`src/rtl/pipe_ctrl_pkg.sv`:
```
// Shared types and constants for the MIPS pipeline stall/flush controller.
package pipe_ctrl_pkg;

  typedef enum logic {
    RUN  = 1'b0,
    WAIT = 1'b1
  } state_t;

  localparam logic [4:0]  REG_ZERO         = 5'd0;
  localparam int unsigned DEFAULT_MAX_WAIT = 16;
  // Wide enough for any legal MAX_WAIT (1..255).
  localparam int unsigned WAIT_CNT_W       = 8;

endpackage

```
`src/rtl/pipe_hazard_ctrl_hazard_detect.sv`:
```
// Load-use hazard compare between the ID/EX load destination and the IF/ID sources.
module hazard_detect
  import pipe_ctrl_pkg::*;
(
  input  logic       i_id_ex_mem_read,
  input  logic [4:0] i_id_ex_rt,
  input  logic [4:0] i_if_id_rs,
  input  logic [4:0] i_if_id_rt,
  output logic       o_load_use
);

  logic w_rs_match;
  logic w_rt_match;

  always_comb begin
    w_rs_match = (i_id_ex_rt == i_if_id_rs);
    w_rt_match = (i_id_ex_rt == i_if_id_rt);
    // A load into $0 never produces a value, so it can never be a hazard.
    o_load_use = i_id_ex_mem_read && (i_id_ex_rt != REG_ZERO) && (w_rs_match || w_rt_match);
  end

endmodule

```
`src/rtl/pipe_hazard_ctrl.sv`:
```
// Central stall/flush controller for the 5-stage MIPS pipeline.
// Optional performance counters are compiled in with PIPE_HAZARD_PERF_EN.
module pipe_hazard_ctrl
  import pipe_ctrl_pkg::*;
#(
  parameter int unsigned MAX_WAIT = DEFAULT_MAX_WAIT,
  parameter int unsigned CNT_W    = 32
) (
  input  logic             clk,
  input  logic             rst,
  input  logic [4:0]       if_id_rs,
  input  logic [4:0]       if_id_rt,
  input  logic             id_ex_mem_read,
  input  logic [4:0]       id_ex_rt,
  input  logic             redirect,
  input  logic             ex_mem_mem_op,
  input  logic             dmem_ack,
  output logic             dmem_req,
  output logic             pc_en,
  output logic             if_id_en,
  output logic             if_id_flush,
  output logic             id_ex_en,
  output logic             id_ex_bubble,
  output logic             ex_mem_en,
  output logic             mem_wb_en,
  output logic             mem_wb_bubble,
  output logic             mem_timeout
`ifdef PIPE_HAZARD_PERF_EN
  ,
  output logic [CNT_W-1:0] stall_cycles,
  output logic [CNT_W-1:0] flush_count
`endif
);

  if (MAX_WAIT == 0 || MAX_WAIT > 255 || CNT_W == 0) begin : g_bad_params
    $error("pipe_hazard_ctrl: MAX_WAIT must be 1..255 and CNT_W nonzero");
  end

  localparam logic [WAIT_CNT_W-1:0] WAIT_LAST = WAIT_CNT_W'(MAX_WAIT - 1);

  state_t                r_state;
  state_t                w_state_nxt;
  logic [WAIT_CNT_W-1:0] r_wait_cnt;
  logic [WAIT_CNT_W-1:0] w_wait_cnt_nxt;
  logic                  r_timeout;
  logic                  w_timeout_nxt;
  logic                  w_req;
  logic                  w_abort;
  logic                  w_mem_stall;
  logic                  w_load_use;

  hazard_detect u_hazard_detect (
    .i_id_ex_mem_read (id_ex_mem_read),
    .i_id_ex_rt       (id_ex_rt),
    .i_if_id_rs       (if_id_rs),
    .i_if_id_rt       (if_id_rt),
    .o_load_use       (w_load_use)
  );

  always_ff @(posedge clk or negedge rst) begin
    if (!rst) begin
      r_state    <= RUN;
      r_wait_cnt <= '0;
      r_timeout  <= 1'b0;
    end else begin
      r_state    <= w_state_nxt;
      r_wait_cnt <= w_wait_cnt_nxt;
      r_timeout  <= w_timeout_nxt;
    end
  end

  always_comb begin
    w_req       = (r_state == WAIT) ? 1'b1 : ex_mem_mem_op;
    w_abort     = (r_state == WAIT) && (r_wait_cnt == WAIT_LAST) && !dmem_ack;
    w_mem_stall = w_req && !dmem_ack && !w_abort;

    w_state_nxt    = r_state;
    w_wait_cnt_nxt = r_wait_cnt;
    w_timeout_nxt  = r_timeout;
    case (r_state)
      RUN: begin
        if (ex_mem_mem_op && !dmem_ack) begin
          w_state_nxt    = WAIT;
          w_wait_cnt_nxt = '0;
        end
      end
      WAIT: begin
        if (dmem_ack) begin
          w_state_nxt    = RUN;
          w_wait_cnt_nxt = '0;
        end else if (w_abort) begin
          w_state_nxt    = RUN;
          w_wait_cnt_nxt = '0;
          w_timeout_nxt  = 1'b1;
        end else begin
          w_wait_cnt_nxt = r_wait_cnt + WAIT_CNT_W'(1);
        end
      end
      default: begin
        w_state_nxt    = RUN;
        w_wait_cnt_nxt = '0;
      end
    endcase

    dmem_req      = 1'b0;
    pc_en         = 1'b1;
    if_id_en      = 1'b1;
    if_id_flush   = 1'b0;
    id_ex_en      = 1'b1;
    id_ex_bubble  = 1'b0;
    ex_mem_en     = 1'b1;
    mem_wb_en     = 1'b1;
    mem_wb_bubble = 1'b0;
    mem_timeout   = r_timeout;

    // While reset is held every register clears itself, so all controls stay neutral.
    if (rst) begin
      dmem_req = w_req;
      if (w_mem_stall) begin
        pc_en         = 1'b0;
        if_id_en      = 1'b0;
        id_ex_en      = 1'b0;
        ex_mem_en     = 1'b0;
        mem_wb_bubble = 1'b1;
      end else begin
        if (w_abort) begin
          mem_wb_bubble = 1'b1;
        end
        if (w_load_use) begin
          pc_en        = 1'b0;
          if_id_en     = 1'b0;
          id_ex_bubble = 1'b1;
        end else if (redirect) begin
          if_id_flush = 1'b1;
        end
      end
    end
  end

`ifdef PIPE_HAZARD_PERF_EN
  logic [CNT_W-1:0] r_stall_cycles;
  logic [CNT_W-1:0] r_flush_count;
  logic             w_redirect_applied;

  assign w_redirect_applied = redirect && !w_mem_stall && !w_load_use;

  always_ff @(posedge clk or negedge rst) begin
    if (!rst) begin
      r_stall_cycles <= '0;
      r_flush_count  <= '0;
    end else begin
      if (w_mem_stall || w_load_use) begin
        r_stall_cycles <= r_stall_cycles + CNT_W'(1);
      end
      if (w_redirect_applied) begin
        r_flush_count <= r_flush_count + CNT_W'(1);
      end
    end
  end

  assign stall_cycles = r_stall_cycles;
  assign flush_count  = r_flush_count;
`endif

endmodule

```
`config.mk`:
```
export PLATFORM = sky130hd
export DESIGN_NAME = pipe_hazard_ctrl
export DESIGN_NICKNAME = d
export VERILOG_FILES = /design/src/rtl/pipe_ctrl_pkg.sv /design/src/rtl/pipe_hazard_ctrl_hazard_detect.sv /design/src/rtl/pipe_hazard_ctrl.sv
export SDC_FILE = /design/constraint.sdc
export NUM_CORES = 1
export LEC_CHECK = 0
export BUFFER_PORTS_ARGS = -buffer_cell sky130_fd_sc_hd__buf_2
export CORE_MARGIN = 3
export CORE_UTILIZATION = 45
export DETAILED_ROUTE_END_ITERATION = 10
export HOLD_SLACK_MARGIN = 0.12
export PLACE_DENSITY = 0.77
export SETUP_SLACK_MARGIN = 0.1
export SYNTH_ARGS = -nofsm -noshare
export SYNTH_HDL_FRONTEND = slang
export SYNTH_SLANG_ARGS = --single-unit
```
`constraint.sdc`:
```
create_clock -name clk -period 2.9 [get_ports clk]
set_clock_uncertainty 0.15 [all_clocks]
set_input_delay 0.58 -clock clk [delete_from_list [all_inputs] [get_ports clk]]
set_output_delay 0.58 -clock clk [all_outputs]
set_load 0.005 [all_outputs]
```
# Yosys cells after proc, flatten, opt, wreduce, memory -nomap -nowiden
# Index checks and enable logic that the tools add are counted.
# classes
n_addsub,1
n_reduce_logical,12
n_mux,25
eq_ne,4
bitwise_logic,2
# op_table
operator,count
$mux W8,3
$mux W1,20
$pmux W8 S2,1
$eq A5 B5 Y1,2
$add A8 B1 Y8 const B,1
$eq A8 B4 Y1 const B,1
$logic_and A1 B1 Y1,7
$reduce_bool A5 Y1,1
$reduce_and A3 Y1,1
$logic_not A1 Y1,2
$ne A2 B2 Y1 const B,1
$not A1 Y1,2
$pmux W1 S2,1
$logic_or A1 B1 Y1,1
# totals
out_inout_bits,10
ff_bits,10
inputBits,21

# Depth between registers and ports, before layout
# Gate-level depths: netlist (run 1).
# depth
ltp_word,7
ltp_mapped,7
depth_no_buf,5

# By module
# A second synthesis (run 1) with hierarchy kept.
# unflattened
cells_unflattened,79
area_unflattened_um2,729.4
# modules_own_cells
mod,n_inst,cells_per_inst,area_each_um2,seq_area_each_um2
pipe_hazard_ctrl,1,62,604.3,250.2
hazard_detect,1,17,125.1,0.0

# Worst setup path before layout (run 1)
# Ideal clock, no wire load.
# synth_path
path_type,register -> output
from,register r_wait_cnt[0]
to,output port pc_en
n_path_buf,2
required_ns,2.170
path_stages_with_launch,8
arrival_ns,1.610
path_slack_ns,0.560
path_cell_list,dfrtp_1 -> ha_1 -> and3_1 -> buf_2 -> a311oi_2 -> nand2_1 -> o31a_1 -> buf_4
# synth_between
elab_chain_len,7
# synth_lines
element,line_no,rtl
start: declaration,pipe_hazard_ctrl.sv:43,logic [WAIT_CNT_W-1:0] r_wait_cnt;
start signal: assignment,pipe_hazard_ctrl.sv:67,r_wait_cnt <= w_wait_cnt_nxt;
$eq A8 B4 Y1,pipe_hazard_ctrl.sv:74,w_abort = (r_state == WAIT) && (r_wait_cnt == WAIT_LAST) && !dmem_ack;
$logic_and A1 B1 Y1 (2 in a row),pipe_hazard_ctrl.sv:74,
$logic_not A1 Y1,pipe_hazard_ctrl.sv:75,w_mem_stall = w_req && !dmem_ack && !w_abort;
$logic_and A1 B1 Y1,pipe_hazard_ctrl.sv:75,
$mux W1 (2 in a row),-,
end: declaration,pipe_hazard_ctrl.sv:19,"output logic pc_en,"
# Every way passes these cells.

# Worst setup path in the final report (run 1)
# layout_path
from,input port rst
to,output port if_id_en
# layout_between
elab_chain_len,1
# layout_lines
element,line_no,rtl
start: declaration,pipe_hazard_ctrl.sv:10,"input logic rst,"
$mux W1,pipe_hazard_ctrl.sv:117,if (rst) begin
end: declaration,pipe_hazard_ctrl.sv:20,"output logic if_id_en,"
# Every way passes these cells.

==> impl_metrics.csv, run 1 <==
group,metric,value,unit
status,outcome,"complete, no violations",
critical_path,cp.arrival,1.96,ns
sta,slew_headroom,0.599,
synth,synth.cell_area,708,sq um
clock_tree,htree_levels,1,
sta,drv_slew,0,
sta,finalWorstSetupSlack,0.212,ns
cells_and_area,fillCellCount,119,
critical_path,max_stage_delay,0.52,ns
critical_path,critPathSlowestCell,"dlygate4sd3_1",
clock_tree,clock_sinks,10,
route,detail_route.iter0.violations,10,
placement,pre_cts_slack,0.441,ns
route,drc,0,
synth,synth-async-reset-ratio,1.00,
clock_tree,clk_pin_slew,0.07,ns
clock_tree,cts_buffers,3,
power,p_leak,0.000466,uW
sta,setup_violations,0,
floorplanning,initial_core_util,0.512,
sta,final.setup.tns,0,ns
critical_path,crit_type,"input port to output pin",
synth,syn_avg_cell_area,9.20,sq um
route,via_count,672,
job,cap_viol_max_count,0,
cells_and_area,final_cells,122,
synth,synthCells,77,
grt,first_global_vias,611,
route,drt_first_pass_iters,4,
sta,fmax,372,MHz
clock_tree,clk_path_buf_depth,2,
clock_tree,root_buffer,"clkbuf_4",
cells_and_area,final_common_cell,"buf_2",
critical_path,endpoint_kind,"output pin",
sta,rsz0062_at_grt,"false",
placement,portBuffers,29,
route,routed_via_density,5.51,
sta,worst_pin_slew,0.601,ns
grt,gr-total-overflow,0,
sta,finalCriticalPeriod,2.69,ns
grt,grt_first_pass_wirelength,2480,microns
floorplanning,die_x,45.7,microns
synth,yosys_warnings,0,
cells_and_area,layout_common_cells,"buf_2, xor2_1, dfrtp_1",
worst_hold_path,hold_class,"flop to flop",
grt,track_usage,0.163,
route,final_antenna_net_count,0,
grt,grt_start_max_net_pins,13,
synth,syn_nets,99,
route,wirelength,1600,microns
floorplanning,die_y,45.7,microns
critical_path,critPathRequiredTime,2.17,ns
synth,synth.distinct_cells,33,
floorplanning,pin_count,31,
cells_and_area,drive_gt1_frac,0.346,
cells_and_area,area_growth,27.4,%
grt,antenna_found_initial,0,
critical_path,crit_buf_inv,4,
critical_path,start_kind,"input port",
placement,place_hpwl,1220,microns
synth,yosysSeqAreaShare,0.353,
synth,synth-main-ff-cell,"dfrtp_1",
critical_path,cp_max_fo,12,
route,wl_per_cell,13.1,microns
power,power-per-cell-area,379,mW/mm^2
floorplanning,core,0.00138,sq mm
cells_and_area,diodes,0,
critical_path,crit_top_cell,"buf_2",
sta,fin_crit_sh,0.927,
placement,place_inst,117,
cells_and_area,nets,130,
synth,synth_edf_count,0,
critical_path,path_cells,"dlygate4sd3_1 -> buf_2 -> inv_1 -> o31a_1 -> buf_2",
critical_path,cp_top_family,"buffers and inverters",
sta,hold_viol,0,
placement,routabilityCongestion,0.778,
clock_tree,clk_latency,0.26,ns
sta,hold_slack,0.333,ns
synth,ys_seq_elements,10,
floorplanning,die_area,0.00209,sq mm
clock_tree,cts_tree,"yes",
power,vdd_drop_max,257,uV
power,power.total,342,uW
floorplanning,rows,13,
[metal layers]
metal	share of wire	GRT usage
met5	0	0
met1	0.40	0.209
met4	0.0088	0.0175
met3	0.059	0.0672
met2	0.53	0.262
[power breakdown]
part | leakage (uW) | total [uW] | internal, uW | switching [uW]
clock network | 0.0000210 | 126 | 76.1 | 49.4
registers | 0.000137 | 148 | 144 | 4.53
logic | 0.000308 | 68.1 | 32.6 | 35.6
total | 0.000466 | 342 | 252 | 89.5
[what timing repair did]
item | in CTS | in global routing
hold buffers | 1 | 0
resized for setup | 0 | 1
endpoints found under the setup margin | 0 | 2
setup buffers | 0 | 0
endpoints found under the hold margin | 10 | 0
[synthesized netlist by cell type, drive strengths merged (2+ instances only)]
cell type  number  share of area
nand4           2          0.018
dfrtp          10           0.35
and3            2          0.018
nand2           4          0.021
nor3            3          0.021
nor4            2          0.039
a22o            3          0.037
inv             2          0.011
nor2            8          0.042
nand3           2          0.014
buf             4          0.039
xor2           10           0.12
a21oi           3          0.027
o21ai           7          0.049
[logic make-up (layout without fill, tap and decap cells)]
logic type,count (synthesis),count (layout),share of synthesized area
multiplexers,2,2,0.0300
AO/OA/AOI/OAI,20,20,0.207
XOR/XNOR,11,11,0.136
flip-flops,10,10,0.353
other,1,1,0.00530
AND/OR/NAND/NOR,26,26,0.201
buffers and inverters,6,36,0.0495
adder cells (fa/ha/maj),1,1,0.0177
[layout make-up]
type                            count  area [sq um]  area share
Timing Repair Buffer               30           155       0.172
Tap cell                           15          18.8      0.0208
Inverter                            2          7.51     0.00832
Sequential cell                    10           250       0.277
Multi-Input combinational cell     61           434       0.481
Clock buffer                        4          36.3      0.0402
[final timing paths]
| kind | start | end | slack, ns | cells after the start |
|---|---|---|---|---|
| worst max-delay path | rst | if_id_en | 0.21 | 5 |
| worst max register to register | r_wait_cnt[0] | r_wait_cnt[6] | 1.06 | 5 |
| worst min register to register | mem_timeout | mem_timeout | 0.33 | 1 |
| worst min-delay path | mem_timeout | mem_timeout | 0.33 | 1 |
| min in group asynchronous | rst | r_wait_cnt[5] | 0.57 | 2 |
| max in group asynchronous | rst | r_state | 1.83 | 2 |
[sequential cells by signal, indices dropped and copies added, names as in the netlist]
signal and flops:
r_wait_cnt 8, mem_timeout 1, r_state 1
[stage by stage]
stage,instance area [sq um],utilization
after detailed placement,845,0.611
after global routing,902,0.652
after CTS,891,0.644
after floorplan,708,-
after global placement,845,0.611
final,902,0.652
Note: power is estimated with default switching activity, not from simulation.
==> run 2, diff against run 1 <==
Settings changed: ABC_AREA set to 1, CORE_UTILIZATION 45 to 48, PLACE_DENSITY 0.77 to 0.78.
==> impl_metrics.csv, run 2 <==
group,metric,value,unit
grt,top_usage_layer,"met2",
synth,syn_avg_cell_area,6.37,sq um
sta,hold_viol,0,
synth,synth_edf_count,0,
critical_path,cp.arrival,1.83,ns
power,power.total,369,uW
grt,use_met1,0.188,
power,p_leak,0.000601,uW
power,seq_power_share,0.412,
cells_and_area,nets,184,
worst_hold_path,hold_class,"flop to flop",
power,pwr-share-comb,0.244,
clock_tree,cts_tree,"yes",
cells_and_area,largest_register_ffs,8,
critical_path,startpoint,"rst",
clock_tree,root_buffer,"clkbuf_4",
clock_tree,clk_latency,0.27,ns
grt,antenna_found_initial,0,
grt,grt_first_pass_wirelength,2740,microns
route,drt_first_pass_iters,4,
critical_path,crit_type,"input port to output pin",
sta,drv_slew,0,
status,outcome,"complete, no violations",
grt,gr-total-overflow,0,
route,wirelength,1650,microns
clock_tree,clk_path_buf_depth,2,
grt,grt_util_met3,0.0338,
critical_path,cp_max_fo,15,
synth,synth.area.top_cells,"dfrtp_1, nand2_1, inv_1",
placement,placed_area,971,sq um
route,wl_per_cell,9.33,microns
worst_hold_path,hold_start,"mem_timeout",
sta,rsz0062_at_grt,"false",
route,final_antenna_net_count,0,
cells_and_area,final_core_util,0.652,
synth,ys_seq_elements,10,
cells_and_area,area_growth,22.8,%
grt,first_global_vias,712,
synth,synth.distinct_cells,23,
synth,yosysTopAreaCellShare,0.302,
floorplanning,die_area,0.00226,sq mm
grt,grt_start_max_net_pins,16,
floorplanning,core,0.00156,sq mm
critical_path,r2r-start,"r_wait_cnt[0]",
route,routed_via_density,4.75,
synth,synthCells,130,
synth,synth_most_common_cell,"nand2_1",
synth,synth-main-ff-cell,"dfrtp_1",
sta,final.setup.tns,0,ns
sta,setup_violations,0,
clock_tree,cts_buffers,3,
cells_and_area,layout_common_cells,"nand2_1, buf_2, inv_1",
placement,portBuffers,29,
power,pwr-share-clk,0.344,
placement,routabilityCongestion,0.844,
sta,finalCriticalPeriod,2.56,ns
synth,synth-async-reset-ratio,1.00,
synth,yosysSeqAreaShare,0.302,
cells_and_area,drive_gt1_frac,0.280,
floorplanning,initial_core_util,0.531,
power,vdd_drop_max,192,uV
floorplanning,rows,14,
cells_and_area,final_common_cell,"nand2_1",
critical_path,critPathRequiredTime,2.17,ns
cells_and_area,diodes,0,
route,drc,0,
synth,yosys-top-cells-count,"nand2_1, inv_1, nor2_1",
power,internal-power,261,uW
sta,fin_crit_sh,0.884,
clock_tree,clock_sinks,10,
synth,yosys_warnings,0,
synth,syn_nets,152,
job,cap_viol_max_count,0,
grt,track_usage,0.173,
synth,synth_largest_area_cell,"dfrtp_1",
critical_path,start_kind,"input port",
floorplanning,die_x,47.5,microns
floorplanning,die_y,47.5,microns
power,power-per-cell-area,363,mW/mm^2
sta,fmax,390,MHz
critical_path,endpoint_kind,"output pin",
clock_tree,htree_levels,1,
grt,met2_usage,0.310,
route,detail_route.iter0.violations,6,
critical_path,rrSetupSlack,1.41,ns
power,p_switching,108,uW
synth,synth.cell_area,828,sq um
route,via_count,841,
floorplanning,pin_count,31,
power,switching_share,0.293,
placement,place_hpwl,1390,microns
cells_and_area,final_cell_area,0.00102,sq mm
clock_tree,clk_pin_slew,0.07,ns
cells_and_area,largest-register,"r_wait_cnt",
## run 2: layout make-up
class / instances / area (sq um)
clock buffer: 4 / 36.3
fill: 134 / 542
inverter: 25 / 96.3
multi-input combinational: 92 / 459
sequential: 10 / 250
tap: 16 / 20.0
timing repair buffer: 30 / 155
## run 2: final timing paths
kind | end | depth (start not counted)
min in group asynchronous | r_wait_cnt[7] | 2
worst min register to register | mem_timeout | 1
worst max-delay path | if_id_flush | 5
max in group asynchronous | r_wait_cnt[0] | 2
worst min-delay path | mem_timeout | 1
worst max register to register | r_wait_cnt[2] | 7
## run 2: per-stage QoR
stage / worst slack (ns) / std cells / hold WS (ns)
after floorplan: 0.920 / 130 / 0.134
after global placement: 0.731 / 172 / 0.302
after detailed placement: 0.716 / 172 / 0.333
after CTS: 0.319 / 177 / 0.353
after global routing: 0.246 / 177 / 0.378
final: 0.337 / 177 / 0.350
## run 2: power groups by stage
stage               registers, uW  logic [uW]  clock network, uW
global placement              154        87.3                  0
detailed placement            155        89.7                  0
floorplan                     154        56.8                  0
finish                        152        90.0                127
global route                  153         104                142
CTS                           152        91.4                131
## run 2: logic make-up after synthesis
kind of cell | count (synthesis) | share of synthesized area
adders and majority gates | 1 | 0.0151
other | 1 | 0.00453
xor gates and xnor gates | 4 | 0.0423
DFF | 10 | 0.302
AOI/OAI and AO/OA | 10 | 0.0634
and+or+nand+nor | 76 | 0.429
buffers and inverters | 28 | 0.143
## run 2: metal layers
metal / part of all wire / wire, microns / vias to the layer above
met2: 0.49 / 806 / 26
li1: - / - / 456
met4: 0.027 / 44 / 0
met3: 0.059 / 98 / 5
met5: 0 / 0 / -
met1: 0.43 / 703 / 354
## run 2: repair_timing
item	4_1_cts	5_1_grt
hold endpoints to repair	10	0
gates resized for setup	0	0
buffers inserted	0	0
hold buffers	1	0
## run 2: critical path, stage by stage
cell and delay [ns]:
dlygate4sd3_1 0.52, buf_2 0.30, nand4_1 0.14, a21oi_1 0.15, buf_2 0.13
